File: config.mk
export PLATFORM = sky130hd
export DESIGN_NAME = stack_arbiter
export DESIGN_NICKNAME = d
export VERILOG_FILES = /design/src/rtl/stack_arbiter.sv
export SDC_FILE = /design/constraint.sdc
export NUM_CORES = 1
export LEC_CHECK = 0
export ABC_AREA = 1
export ABC_CLOCK_PERIOD_IN_PS = 1100
export CORE_MARGIN = 5
export CORE_UTILIZATION = 25
export CTS_CLUSTER_SIZE = 25
export DETAILED_ROUTE_END_ITERATION = 7
export GPL_ROUTABILITY_DRIVEN = 0
export GPL_TIMING_DRIVEN = 0
export PLACE_DENSITY_LB_ADDON = 0.1
export SYNTH_ARGS = -nofsm -noshare
export SYNTH_HDL_FRONTEND = slang
export SYNTH_SLANG_ARGS = --single-unit
File: constraint.sdc
create_clock -name clk -period 1.1 [get_ports clk]
set_input_delay 0.165 -clock clk [delete_from_list [all_inputs] [get_ports clk]]
set_output_delay 0.165 -clock clk [all_outputs]
set_load 0.01 [all_outputs]
File: src/rtl/stack_arbiter.sv
// Round-robin arbiter sharing one LIFO stack between requesters A and B.
// Each grant runs IDLE -> ISSUE (stack strobe) -> ACK (one-cycle ack to the winner).
module stack_arbiter #(
    parameter int DATA_SIZE = 3
) (
    input  logic                 clk,
    input  logic                 reset,
    input  logic                 a_req,
    input  logic                 a_op,
    input  logic [DATA_SIZE-1:0] a_wdata,
    output logic                 a_ack,
    output logic [DATA_SIZE-1:0] a_rdata,
    output logic                 a_err,
    input  logic                 b_req,
    input  logic                 b_op,
    input  logic [DATA_SIZE-1:0] b_wdata,
    output logic                 b_ack,
    output logic [DATA_SIZE-1:0] b_rdata,
    output logic                 b_err,
    input  logic                 stack_full,
    input  logic                 stack_empty,
    input  logic [DATA_SIZE-1:0] stack_top_data,
    output logic                 stack_push,
    output logic                 stack_pop,
    output logic [DATA_SIZE-1:0] stack_push_data,
    output logic                 busy
);

    typedef enum logic [1:0] {
        IDLE  = 2'd0,
        ISSUE = 2'd1,
        ACK   = 2'd2
    } state_t;

    state_t                 r_state;
    state_t                 w_next;
    logic                   r_gnt_b;
    logic                   r_last_b;
    logic                   r_op;
    logic [DATA_SIZE-1:0]   r_wdata;
    logic [DATA_SIZE-1:0]   r_a_rdata;
    logic [DATA_SIZE-1:0]   r_b_rdata;
    logic                   r_a_err;
    logic                   r_b_err;
    logic                   w_any;
    logic                   w_pick_b;
    logic                   w_err;

    assign w_any    = a_req | b_req;
    // On a tie the requester that did not win last time is served.
    assign w_pick_b = (a_req & b_req) ? ~r_last_b : b_req;
    assign w_err    = r_op ? stack_empty : stack_full;

    always_ff @(posedge clk) begin
        if (!reset) r_state <= IDLE;
        else        r_state <= w_next;
    end

    always_comb begin
        w_next = r_state;
        case (r_state)
            IDLE:    if (w_any) w_next = ISSUE;
            ISSUE:   w_next = ACK;
            ACK:     w_next = IDLE;
            default: w_next = IDLE;
        endcase
    end

    always_ff @(posedge clk) begin
        if (!reset) begin
            r_gnt_b   <= 1'b0;
            r_last_b  <= 1'b1;
            r_op      <= 1'b0;
            r_wdata   <= '0;
            r_a_rdata <= '0;
            r_b_rdata <= '0;
            r_a_err   <= 1'b0;
            r_b_err   <= 1'b0;
        end else begin
            if (r_state == IDLE && w_any) begin
                r_gnt_b  <= w_pick_b;
                r_last_b <= w_pick_b;
                r_op     <= w_pick_b ? b_op : a_op;
                r_wdata  <= w_pick_b ? b_wdata : a_wdata;
            end
            // Result registers settle at the ISSUE edge so they are valid alongside ack.
            if (r_state == ISSUE) begin
                if (r_gnt_b) begin
                    r_b_err <= w_err;
                    if (r_op && !stack_empty) r_b_rdata <= stack_top_data;
                end else begin
                    r_a_err <= w_err;
                    if (r_op && !stack_empty) r_a_rdata <= stack_top_data;
                end
            end
        end
    end

    always_comb begin
        stack_push = 1'b0;
        stack_pop  = 1'b0;
        a_ack      = 1'b0;
        b_ack      = 1'b0;
        busy       = (r_state != IDLE);
        case (r_state)
            ISSUE: begin
                stack_push = ~r_op & ~stack_full;
                stack_pop  =  r_op & ~stack_empty;
            end
            ACK: begin
                a_ack = ~r_gnt_b;
                b_ack =  r_gnt_b;
            end
            default: ;
        endcase
    end

    assign stack_push_data = r_wdata;
    assign a_rdata         = r_a_rdata;
    assign a_err           = r_a_err;
    assign b_rdata         = r_b_rdata;
    assign b_err           = r_b_err;

endmodule

==> results.cfg <==
[status]
status = finished, violations left
violations = negative setup slack

[yosys]
yosys-top-cells-area = dfxtp_1, nor2_1, nand2_1
postSynthNetCount = 138
synth-xor-area-share_pct = 0
synth-compound-area-share_pct = 4.326
synthAdderAreaFrac_pct = 0
synth_top_area_cell = dfxtp_1
syn_area_sq_um = 752.0
ys.warnings.count = 0
ys_seq_elements = 16
ys_types = 13
avgSynthCellArea_sq_um = 6.215
synthCells = 121
synthMuxAreaShare_pct = 0
yosysSeqAreaShare_pct = 42.60
synth_top_family_by_area = simple AND/OR/NAND/NOR gates
yosysTopAreaCellShare_pct = 42.60
synth-simple-area-share_pct = 43.09

[timing]
setup_slack_ps = -84.93
finalHoldViolCount = 0
rsz0062_at_grt = true
finalMaxSlewViolations = 0
fin_crit_ps = 1185
max_freq_ghz = 0.8439
finalSetupViolCount = 5
worstMarginPinSlew_ps = 283.0
min_period_over_period_pct = 107.7
slew_headroom_pct = 81.13
skew_ps = 2.264

[global_route]
grt_pass1_vias = 856
grtUsageTotal_pct = 10.34
grt_pass1_wl_um = 3401
grt_max_degree = 11
antenna_found_initial = 0
grt_overflow_total = 0

[die]
io_pins = 33
die_h_um = 64.85
start_util_pct = 25.25
rows = 20
dieArea_sq_um = 4205
dieWidth_um = 64.85
core_sq_um = 2978

[power_and_ir_drop]
power_density_nw_per_um2 = 1118
vdd_ir_drop_max_v = 0.0003251
finalPower_mw = 1.383
p_leak_nw = 0.6146

[setup_path]
cp_data_required_time_ps = 940
crit_top_cell = buf_6
reg2reg_from = r_state[1]$_SDFFE_PN0P_
endpoint_kind = primary output
worstPathCellList = buf_6 -> inv_2 -> nand2_2 -> buf_6
slowest_stage = dfxtp_4
worstPathArrival_ps = 1020
critPathMaxFanout = 6
max_stage_delay_ps = 390
setup.worst_path.class = flop to primary output
worst_setup_path_start_kind = flop
startpoint = r_state[0]$_SDFFE_PN0P_

[place]
port_buffers = 32
postPlaceCellArea_sq_um = 1114
hpwlAfterDp_um = 1485

[cells_and_area]
final_cell_mix = nor2_1, nand2_1, inv_1, clkdlybuf4s50_1, dfxtp_1
n_fill_cell = 338
antennaDiodeCount = 0
nNetsFinal = 180
area_delta_synth_final_pct = 64.39
drive_gt1_share_pct = 22.22
multi_input_area_sq_um = 406.6
design_area_sq_um = 1236
final_common_cell = nor2_1
seqCellArea_sq_um = 332.8

[clock_tree]
clkTransAtPathRegs_ps = 90
ctsHtreeMaxLevel = 1
ctsHoldBuffers = 0
cts_sinks = 16
cts_max_path_buffers = 2
cts-root-buf = clkbuf_4
insertion_delay_ps = 280
cts_buffers = 3
cts_tree = done

[drt]
wl_per_cell_um = 9.785
firstDrtPassIters = 2
drt_iter0_markers = 31
drc = 0
vias = 820
vias_per_cell = 4.205
ant_nets = 0
routed_wl_um = 1908

[flow_run]
max_cap_viol_count = 0

[min_path]
hold_class = primary input to flop
holdCritStartpoint = b_req
==> per-layer routing <==
metal / wire length [um] / vias to the layer above / track usage [%]
met3: 123 / 2 / 2.600
met4: 27 / 0 / 6.332
li1: - / 444 / -
met1: 855 / 350 / 10.90
met5: 0 / - / 0
met2: 900 / 24 / 18.26
==> power by group <==
group | switching, mW | leakage [nW] | internal [mW]
Clock | 0.184 | 0.0210 | 0.201
Sequential | 0.0348 | 0.133 | 0.619
Combinational | 0.172 | 0.460 | 0.171
Total | 0.391 | 0.615 | 0.992
==> Yosys cell counts <==
| library cell | number |
|---|---|
| nor2_1 | 38 |
| nand2_1 | 28 |
| inv_1 | 18 |
| dfxtp_1 | 16 |
| nand3_1 | 10 |
| nor3_1 | 3 |
| o21ai_0 | 2 |
| a21oi_1 | 1 |
| a21oi_2 | 1 |
| clkbuf_1 | 1 |
| inv_2 | 1 |
| nor2_4 | 1 |
| o21ai_2 | 1 |
==> cell families (layout without fill, tap and decap cells) <==
group / count (synthesis) / after routing
simple gates: 80 / 80
buf+inv: 20 / 61
compound gates: 5 / 5
flops: 16 / 16
==> critical path, delay by kind of cell, from the launching register on <==
kind          cells  cell delay (ps)
buf+inv           3              280
flops             1              390
simple gates      1               70
==> timing repair <==
item,CTS,global route
resized for setup,53,13
setup endpoints to repair,21,25
buffers inserted,5,0
pin swaps,3,2
==> cell type report <==
type	count	area share, %
repair buffers	37	27.53
inverters	19	5.972
flip-flops and latches	16	26.92
multi-input cells	85	32.89
well taps	33	3.340
plain buffers	1	0.4049
clock buffers	4	2.935
==> state kept, by name, summed over array words and instances, names as in the netlist, 2 cells and up <==
signal,cells
stack_push_data,3
a_rdata,3
b_rdata,3
r_state,2
==> stage by stage <==
| stage | std cells | setup TNS [ps] | worst slack [ps] | hold WS [ps] | util, % |
|---|---|---|---|---|---|
| floorplan | 121 | 0 | 103.8 | 290.8 | - |
| global placement | 186 | -5391 | -458.0 | 463.4 | 37.40 |
| detailed placement | 186 | -5463 | -464.0 | 476.8 | 37.40 |
| CTS | 195 | -413.0 | -93.99 | 489.5 | 40.63 |
| global route | 195 | -1320 | -161.2 | 407.4 | 41.51 |
| finish | 195 | -306.6 | -84.93 | 393.0 | 41.51 |
==> final timing paths <==
check,depth (start not counted),to,slack [ps]
hold / removal,5,r_gnt_b$_SDFFE_PN0P_,390
setup reg to reg,7,b_rdata[0]$_SDFFE_PN0P_,20
hold reg to reg,2,b_rdata[0]$_SDFFE_PN0P_,490
setup / recovery,4,busy,-80
No activity file was read; power rests on OpenSTA's default activity.
